--- config.mk ---
export PLATFORM = sky130hd
export DESIGN_NAME = bpa_div_seq_flat
export DESIGN_NICKNAME = d
export VERILOG_FILES = /design/src/rtl/bpa_div_seq_if.sv /design/src/rtl/bpa_div_seq.sv /design/src/flat_wrapper.sv
export SDC_FILE = /design/constraint.sdc
export NUM_CORES = 1
export LEC_CHECK = 0
export ABC_CLOCK_PERIOD_IN_PS = 46600
export BUFFER_PORTS_ARGS = -buffer_cell sky130_fd_sc_hd__buf_2
export CAP_MARGIN = 10
export CORE_MARGIN = 2
export CORE_UTILIZATION = 60
export DETAILED_ROUTE_END_ITERATION = 8
export PLACE_DENSITY = 0.83
export SLEW_MARGIN = 20
export SYNTH_ARGS = -nofsm -noshare
export SYNTH_HDL_FRONTEND = slang
export SYNTH_SLANG_ARGS = --single-unit
--- constraint.sdc ---
create_clock -name clk -period 46.6 [get_ports clk]
set_input_delay 6.99 -clock clk [delete_from_list [all_inputs] [get_ports clk]]
set_output_delay 6.99 -clock clk [all_outputs]
set_load 0.05 [all_outputs]
--- src/rtl/bpa_div_seq_if.sv ---
// Handshake and data bundle for the chained sequential divider: requester
// drives start/abort and the operands, the divider returns result and status.
interface bpa_div_seq_if #(
  parameter int W = 10,
  parameter int N = 48
);
  logic           start;
  logic           abort;
  logic [W-1:0]   a_init;
  logic [N*W-1:0] b;
  logic [W-1:0]   a;
  logic           busy;
  logic           done;
  logic           div_by_zero;

  modport master (
    output start, abort, a_init, b,
    input  a, busy, done, div_by_zero
  );

  modport slave (
    input  start, abort, a_init, b,
    output a, busy, done, div_by_zero
  );
endinterface

--- src/rtl/bpa_div_seq.sv ---
// Divides an accumulator by N divisor terms in turn, one restoring-division
// quotient bit per clock, so a full chain takes exactly N*W cycles.
module bpa_div_seq #(
  parameter int W = 10,
  parameter int N = 48
) (
  input  logic         clk,
  input  logic         rst,
  bpa_div_seq_if.slave bus
);
  localparam int TW = (N > 1) ? $clog2(N) : 1;
  localparam int BW = (W > 1) ? $clog2(W) : 1;
  localparam logic [TW-1:0] LAST_TERM = TW'(N - 1);
  localparam logic [BW-1:0] TOP_BIT   = BW'(W - 1);

  typedef enum logic [1:0] {IDLE, DIV, DONE} state_t;

  state_t         state_q;
  logic [N*W-1:0] b_q;
  logic [W-1:0]   qd_q;
  logic [W-1:0]   rem_q;
  logic [TW-1:0]  term_q;
  logic [BW-1:0]  bit_q;
  logic           zero_q;
  logic [W-1:0]   a_q;
  logic           busy_q;
  logic           done_q;
  logic           dbz_q;

  // One restoring step: the dividend shifts out of qd_q MSB-first while the
  // quotient bits shift in at the bottom, so qd_q ends up holding the quotient.
  logic [W-1:0] dsor;
  logic [W:0]   trial;
  logic [W-1:0] diff;
  logic         q_bit;
  logic [W-1:0] rem_d;
  logic [W-1:0] qd_d;
  logic         zero_d;
  logic         last_bit;
  logic         last_term;

  assign dsor      = b_q[W-1:0];
  assign trial     = {rem_q, qd_q[W-1]};
  assign q_bit     = (trial >= {1'b0, dsor});
  // When q_bit is set the true difference is below dsor, so W bits suffice.
  assign diff      = trial[W-1:0] - dsor;
  assign rem_d     = q_bit ? diff : trial[W-1:0];
  assign qd_d      = {qd_q[W-2:0], q_bit};
  assign zero_d    = zero_q | (dsor == '0);
  assign last_bit  = (bit_q == '0);
  assign last_term = (term_q == LAST_TERM);

  always_ff @(posedge clk or posedge rst) begin
    if (rst) begin
      state_q <= IDLE;
      b_q     <= '0;
      qd_q    <= '0;
      rem_q   <= '0;
      term_q  <= '0;
      bit_q   <= '0;
      zero_q  <= 1'b0;
      a_q     <= '0;
      busy_q  <= 1'b0;
      done_q  <= 1'b0;
      dbz_q   <= 1'b0;
    end else begin
      case (state_q)
        IDLE: begin
          done_q <= 1'b0;
          if (bus.start) begin
            state_q <= DIV;
            busy_q  <= 1'b1;
            b_q     <= bus.b;
            qd_q    <= bus.a_init;
            rem_q   <= '0;
            term_q  <= '0;
            bit_q   <= TOP_BIT;
            zero_q  <= 1'b0;
          end
        end
        DIV: begin
          if (bus.abort) begin
            state_q <= IDLE;
            busy_q  <= 1'b0;
          end else begin
            rem_q  <= rem_d;
            qd_q   <= qd_d;
            zero_q <= zero_d;
            if (last_bit) begin
              bit_q <= TOP_BIT;
              if (last_term) begin
                state_q <= DONE;
                busy_q  <= 1'b0;
                done_q  <= 1'b1;
                a_q     <= qd_d;
                dbz_q   <= zero_d;
              end else begin
                // Next term: quotient becomes the new dividend, divisors shift down.
                term_q <= term_q + TW'(1);
                b_q    <= b_q >> W;
                rem_q  <= '0;
              end
            end else begin
              bit_q <= bit_q - BW'(1);
            end
          end
        end
        DONE: begin
          state_q <= IDLE;
          done_q  <= 1'b0;
        end
        default: state_q <= IDLE;
      endcase
    end
  end

  assign bus.a           = a_q;
  assign bus.busy        = busy_q;
  assign bus.done        = done_q;
  assign bus.div_by_zero = dbz_q;
endmodule

--- src/flat_wrapper.sv ---
// flat-port wrapper written by rule: the top's interface ports become plain ports
module bpa_div_seq_flat 
#(
  parameter int W = 10,
  parameter int N = 48
)
  (clk, rst, bus_start, bus_abort, bus_a_init, bus_b, bus_a, bus_busy, bus_done, bus_div_by_zero);
  bpa_div_seq_if #(.W(W), .N(N)) bus_i ();
  input  logic clk;
  input  logic rst;
  input wire logic [$bits(bus_i.start)-1:0] bus_start;
  input wire logic [$bits(bus_i.abort)-1:0] bus_abort;
  input wire logic [$bits(bus_i.a_init)-1:0] bus_a_init;
  input wire logic [$bits(bus_i.b)-1:0] bus_b;
  output wire logic [$bits(bus_i.a)-1:0] bus_a;
  output wire logic [$bits(bus_i.busy)-1:0] bus_busy;
  output wire logic [$bits(bus_i.done)-1:0] bus_done;
  output wire logic [$bits(bus_i.div_by_zero)-1:0] bus_div_by_zero;
  assign bus_i.start = bus_start;
  assign bus_i.abort = bus_abort;
  assign bus_i.a_init = bus_a_init;
  assign bus_i.b = bus_b;
  assign bus_a = bus_i.a;
  assign bus_busy = bus_i.busy;
  assign bus_done = bus_i.done;
  assign bus_div_by_zero = bus_i.div_by_zero;
  bpa_div_seq #(.W(W), .N(N)) u_core (.clk(clk), .rst(rst), .bus(bus_i));
endmodule
; Yosys cells after proc, flatten, opt, wreduce, memory -nomap -nowiden
; Cells that the tools add are included.
[word_totals]
register_bits = 526
wordCells = 79
[op_classes]
n_addsub = 3
n_lt_le_gt_ge = 1
n_eq_ne = 10
n_mux = 40
bitwise = 2
n_reduce_logical = 12
[ops]
columns = operator, n
row1 = two-way mux 480 bit, 4
row2 = case mux 480 bit (2 select lines), 1
row3 = two-way mux 10 bit, 7
row4 = case mux 10 bit (2 select lines), 2
row5 = two-way mux 6 bit, 4
row6 = two-way mux 4 bit, 3
row7 = case mux 6 bit (2 select lines), 1
row8 = AND reduction 4 bit, 3
row9 = greater-or-equal comparator 11 x 10 -> 1 bit, 1
row10 = logical NOT 10 bit, 1
row11 = subtractor 10 bit, 1
row12 = two-way mux 1 bit, 9
row13 = two-way mux 2 bit, 4
row14 = case mux 4 bit (2 select lines), 1
row15 = "adder 6 x 1 -> 6 bit, second input constant", 1
row16 = "== test 6 bit, second input constant", 1
row17 = "inequality test 2 bit, second input constant", 3
row18 = "inequality test 3 x 2 -> 1 bit, second input constant", 2
row19 = case mux 1 bit (2 select lines), 3
row20 = AND reduction 3 bit, 2
row21 = AND reduction 5 bit, 1
row22 = logical NOT 4 bit, 1
row23 = "inequality test 2 x 1 -> 1 bit, second input constant", 2
row24 = case mux 2 bit (2 select lines), 1
row25 = other kinds (8), 9

; Logic depth before layout (Yosys ltp)
[logic_depth]
word_depth = 6
depth_mapped = 10

; Least setup slack after synthesis
; No wires, ideal clock.
[synth_path]
kind = input port to flip-flop
start = input bus_abort
end = register u_core.b_q[120]
setup_time_ps = 123
arrival_ps = 8171
setup_slack_ps = 38306
stages = 8
cell_sequence = nand2b_1 -> a21o_1 -> a21o_1 -> buf_2 -> buf_4 -> buf_2 -> nor3_1 -> nor3_2
[synth_via]
elab_chain_cells = 2
[synth_lines]
columns = element, line_no
row1 = start: declaration, flat_wrapper.sv:12  ; input wire logic [$bits(bus_i.abort)-1:0] bus_abort;
row2 = inequality test 2 bit (no line), n/a
row3 = AND reduction 5 bit (no line), n/a
row4 = end signal: assignment, bpa_div_seq.sv:73  ; b_q <= bus.b;
row5 = end signal: assignment, bpa_div_seq.sv:100  ; b_q <= b_q >> W;
row6 = end: declaration, bpa_div_seq.sv:19  ; logic [N*W-1:0] b_q;
; No other way between the ends.
; A chain may end at the register's enable or synchronous reset.

; Final worst setup path
[layout_path]
start = input bus_abort
end = register u_core.b_q[224]
; The elaborated chain is that of the path after synthesis.

==> flow_metrics.py <==
metrics = {
    "status": {
        "status": "complete, no violations",
    },
    "final_layout": {
        "fillers": 3112,
        "stdcell_count": 3796,
        "area_delta_synth_final_pct": 16.75,
        "nets": 3708,
        "final_layout_size_suffix_gt1_frac": 0.2386,
    },
    "power_and_ir_drop": {
        "sw_frac_of_total": 0.3369,
        "peakVddDrop_mv": 0.03002,
        "leakagePower_nw": 12.61,
        "p_int_mw": 1.059,
        "pwr-share-comb": 0.256,
        "powerDensity_nw_per_um2": 55.27,
        "p_sw_uw": 538.0,
        "p_seq_frac": 0.467,
        "power_frac_clock": 0.277,
    },
    "detailed_routing": {
        "wire_per_inst_um": 18.99,
        "vias_per_cell": 5.925,
        "ant_nets": 0,
        "drt_iter0_drc": 2501,
        "drt_wl_total_um": 72100,
        "first_pass_iters": 6,
        "vias": 22490,
        "drc": 0,
    },
    "clock_network": {
        "htreeDepth": 2,
        "cts_sinks": 526,
        "cts-resized-gates": 0,
        "cts_made_buffers": 54,
        "holdBufCountCts": 0,
        "cts_setup_buffers": 0,
        "cts.path.max_buffers": 3,
        "cts_tree": "done",
        "clock_tree.root_cell": "clkbuf_16",
        "clk_latency_ns": 0.60,
        "path_clk_slew_ns": 0.06,
    },
    "floorplanning": {
        "floorplan.initialDensity": 0.6075,
        "die_w_um": 207.1,
        "dieArea_um2": 42890,
        "std_cell_rows": 74,
        "die_h_um": 207.1,
        "io-pin-count": 507,
        "coreArea_um2": 40740,
    },
    "critical_path": {
        "path_cells": "buf_2 > nand2b_1 > a21o_1 > a21o_4 > buf_4 > buf_4 > nor3_1 > nor3_1",
        "crit_slowest_cell": "buf_4",
        "worstSetupPathType": "in -> reg",
        "critPathTopFamily": "buffers and inverters",
        "critPathMaxStageDelay_ns": 0.78,
        "crit_required_ns": 47.09,
        "crit_fanout": 89,
        "path_buf_inv": 3,
        "start_kind": "primary input",
        "worstSetupEndpointType": "register",
        "cp.arrival_ns": 10.56,
    },
    "place": {
        "dp_cells": 3676,
        "io_buffers": 506,
        "globalplace.congestion": 0.9086,
        "dp_hpwl_um": 47360,
    },
    "synthesis": {
        "synth_nets": 3348,
        "synth-seq-cells": 526,
        "synth_area_per_cell_um2": 8.714,
        "synthesis.area_um2": 24750,
        "yosysSeqAreaShare": 0.5319,
        "syn_inst": 2840,
        "ys.flop_type": "dfrtp_1",
        "yosysWarnings": 0,
        "synth_edf_count": 0,
        "async_flop_share": 1.000,
        "yosys.cell_types.count": 53,
    },
    "timing": {
        "finalCritPeriodShare": 0.2161,
        "report.final.setup_viol": 0,
        "worst_pin_slew_ns": 1.264,
        "period_minus_slack_ns": 10.07,
        "max_freq_mhz": 99.30,
        "clock_skew_ns": 0.01727,
        "whs_ns": 0.4767,
        "slew_viol_final": 0,
        "hold_viol_final": 0,
        "setup_tns_ns": 0,
        "relSlewSlack": 0.1572,
        "grt_setup_unrepaired": "no",
    },
    "grt": {
        "grt_pass1_vias": 22570,
        "grt_first_pass_wirelength_um": 115600,
        "overflow": 0,
        "grt_max_degree": 248,
        "antenna_found_initial": 29,
        "grt_usage": 0.3318,
    },
    "run": {
        "maxCapViolCount": 0,
    },
    "hold_path": {
        "min_path_type": "reg -> reg",
    },
}
[cells in the final DEF (no fill, tap or decap), types with 12 or more instances in the layout]
cell and instances:
nor2_1 956, nor3_1 783, dfrtp_1 526, buf_2 506, nor3_2 149, clkbuf_16 57, nand2_1 36, diode_2 28
inv_1 16, ha_1 13, clkbuf_1 13, buf_4 13, o21ai_0 12
[power by group through the flow]
stage	clock network [mW]	registers, mW	logic, mW
2_1_floorplan	0	0.710	0.325
3_3_place_gp	0	0.739	0.386
3_5_place_dp	0	0.745	0.402
4_1_cts	0.446	0.741	0.408
5_1_grt	0.465	0.762	0.459
6_report	0.443	0.746	0.408
[synthesized netlist by cell type, drive strengths merged, types with 4 or more instances]
cell type / n / area [µm²]
a31oi: 9 / 56.30
nand2b: 4 / 25.02
buf: 112 / 757.0
xnor2: 6 / 52.55
nand2: 38 / 145.1
clkbuf: 109 / 409.1
ha: 13 / 162.7
o311ai: 5 / 43.79
mux2: 10 / 112.6
dfrtp: 526 / 13160
inv: 17 / 63.81
o21ai: 13 / 65.06
a21o: 4 / 30.03
a22o: 10 / 87.58
nand3: 9 / 45.04
o31ai: 6 / 45.04
nor3: 932 / 5410
a21oi: 7 / 38.79
xor2: 4 / 35.03
nor2: 956 / 3588
a211oi: 10 / 75.07
nor2b: 5 / 31.28
[state kept, by name (all words and copies together), names as in the netlist]
name and cells:
u_core.term_q 6, u_core.b_q 480, u_core.rem_q 10, u_core.bus.busy 1, u_core.qd_q 10, u_core.bus.a 10
u_core.bus.div_by_zero 1, u_core.bus.done 1, u_core.state_q 2, u_core.zero_q 1, u_core.bit_q 4
[metrics by stage]
| step | util | instance area, µm² | total power [mW] | setup WS [ns] |
|---|---|---|---|---|
| after CTS | 0.7074 | 28820 | 1.594 | 36.68 |
| after global routing | 0.7088 | 28880 | 1.686 | 36.32 |
| after detailed placement | 0.6632 | 27020 | 1.148 | 36.08 |
| after floorplan | - | 24750 | 1.035 | 24.91 |
| final | 0.7092 | 28890 | 1.597 | 36.53 |
| after global placement | 0.6632 | 27020 | 1.124 | 36.21 |
[final cells by class]
class                           instances  area [µm²]  area share
Timing Repair Buffer                  525        2741     0.09489
Antenna cell                           28       70.07    0.002425
Tap cell                              532       665.6     0.02304
Sequential cell                       526       13160      0.4556
Clock buffer                           80        1613     0.05582
Multi-Input combinational cell       2076       10380      0.3594
Clock inverter                         12       185.2    0.006409
Inverter                               17       71.32    0.002468
[logic make-up after synthesis]
group / synth area share
and+or+nand+nor: 0.3770
xor gates and xnor gates: 0.003539
buffers and inverters: 0.04970
adders and majority gates: 0.007382
muxes: 0.004955
DFF: 0.5319
AOI/OAI and AO/OA: 0.02558
[metal layers]
layer	track usage	share of wire	vias up
met5	0	0.00085	-
met4	0.1650	0.049	10
met3	0.06747	0.082	206
met2	0.5284	0.48	1101
met1	0.4365	0.39	10890
li1	-	-	10290
[worst paths after layout]
path / startpoint / to / slack (ns) / depth (start not counted)
worst max-delay path: bus_abort / u_core.b_q[224] / 36.53 / 8
worst min-delay path: u_core.bus.done / u_core.bus.done / 0.48 / 2
worst max register to register: u_core.state_q[0] / u_core.b_q[224] / 42.36 / 7
worst min register to register: u_core.bus.done / u_core.bus.done / 0.48 / 2
max in group asynchronous: rst / u_core.b_q[196] / 37.08 / 5
min in group asynchronous: rst / u_core.b_q[297] / 6.49 / 2
[tightest hold or removal path, delay by kind of cell, from the launching register on]
kind | cells | cell delay (ns)
and+or+nand+nor | 2 | 0.10
DFF | 1 | 0.34
Note: power is estimated with default switching activity, not from simulation.
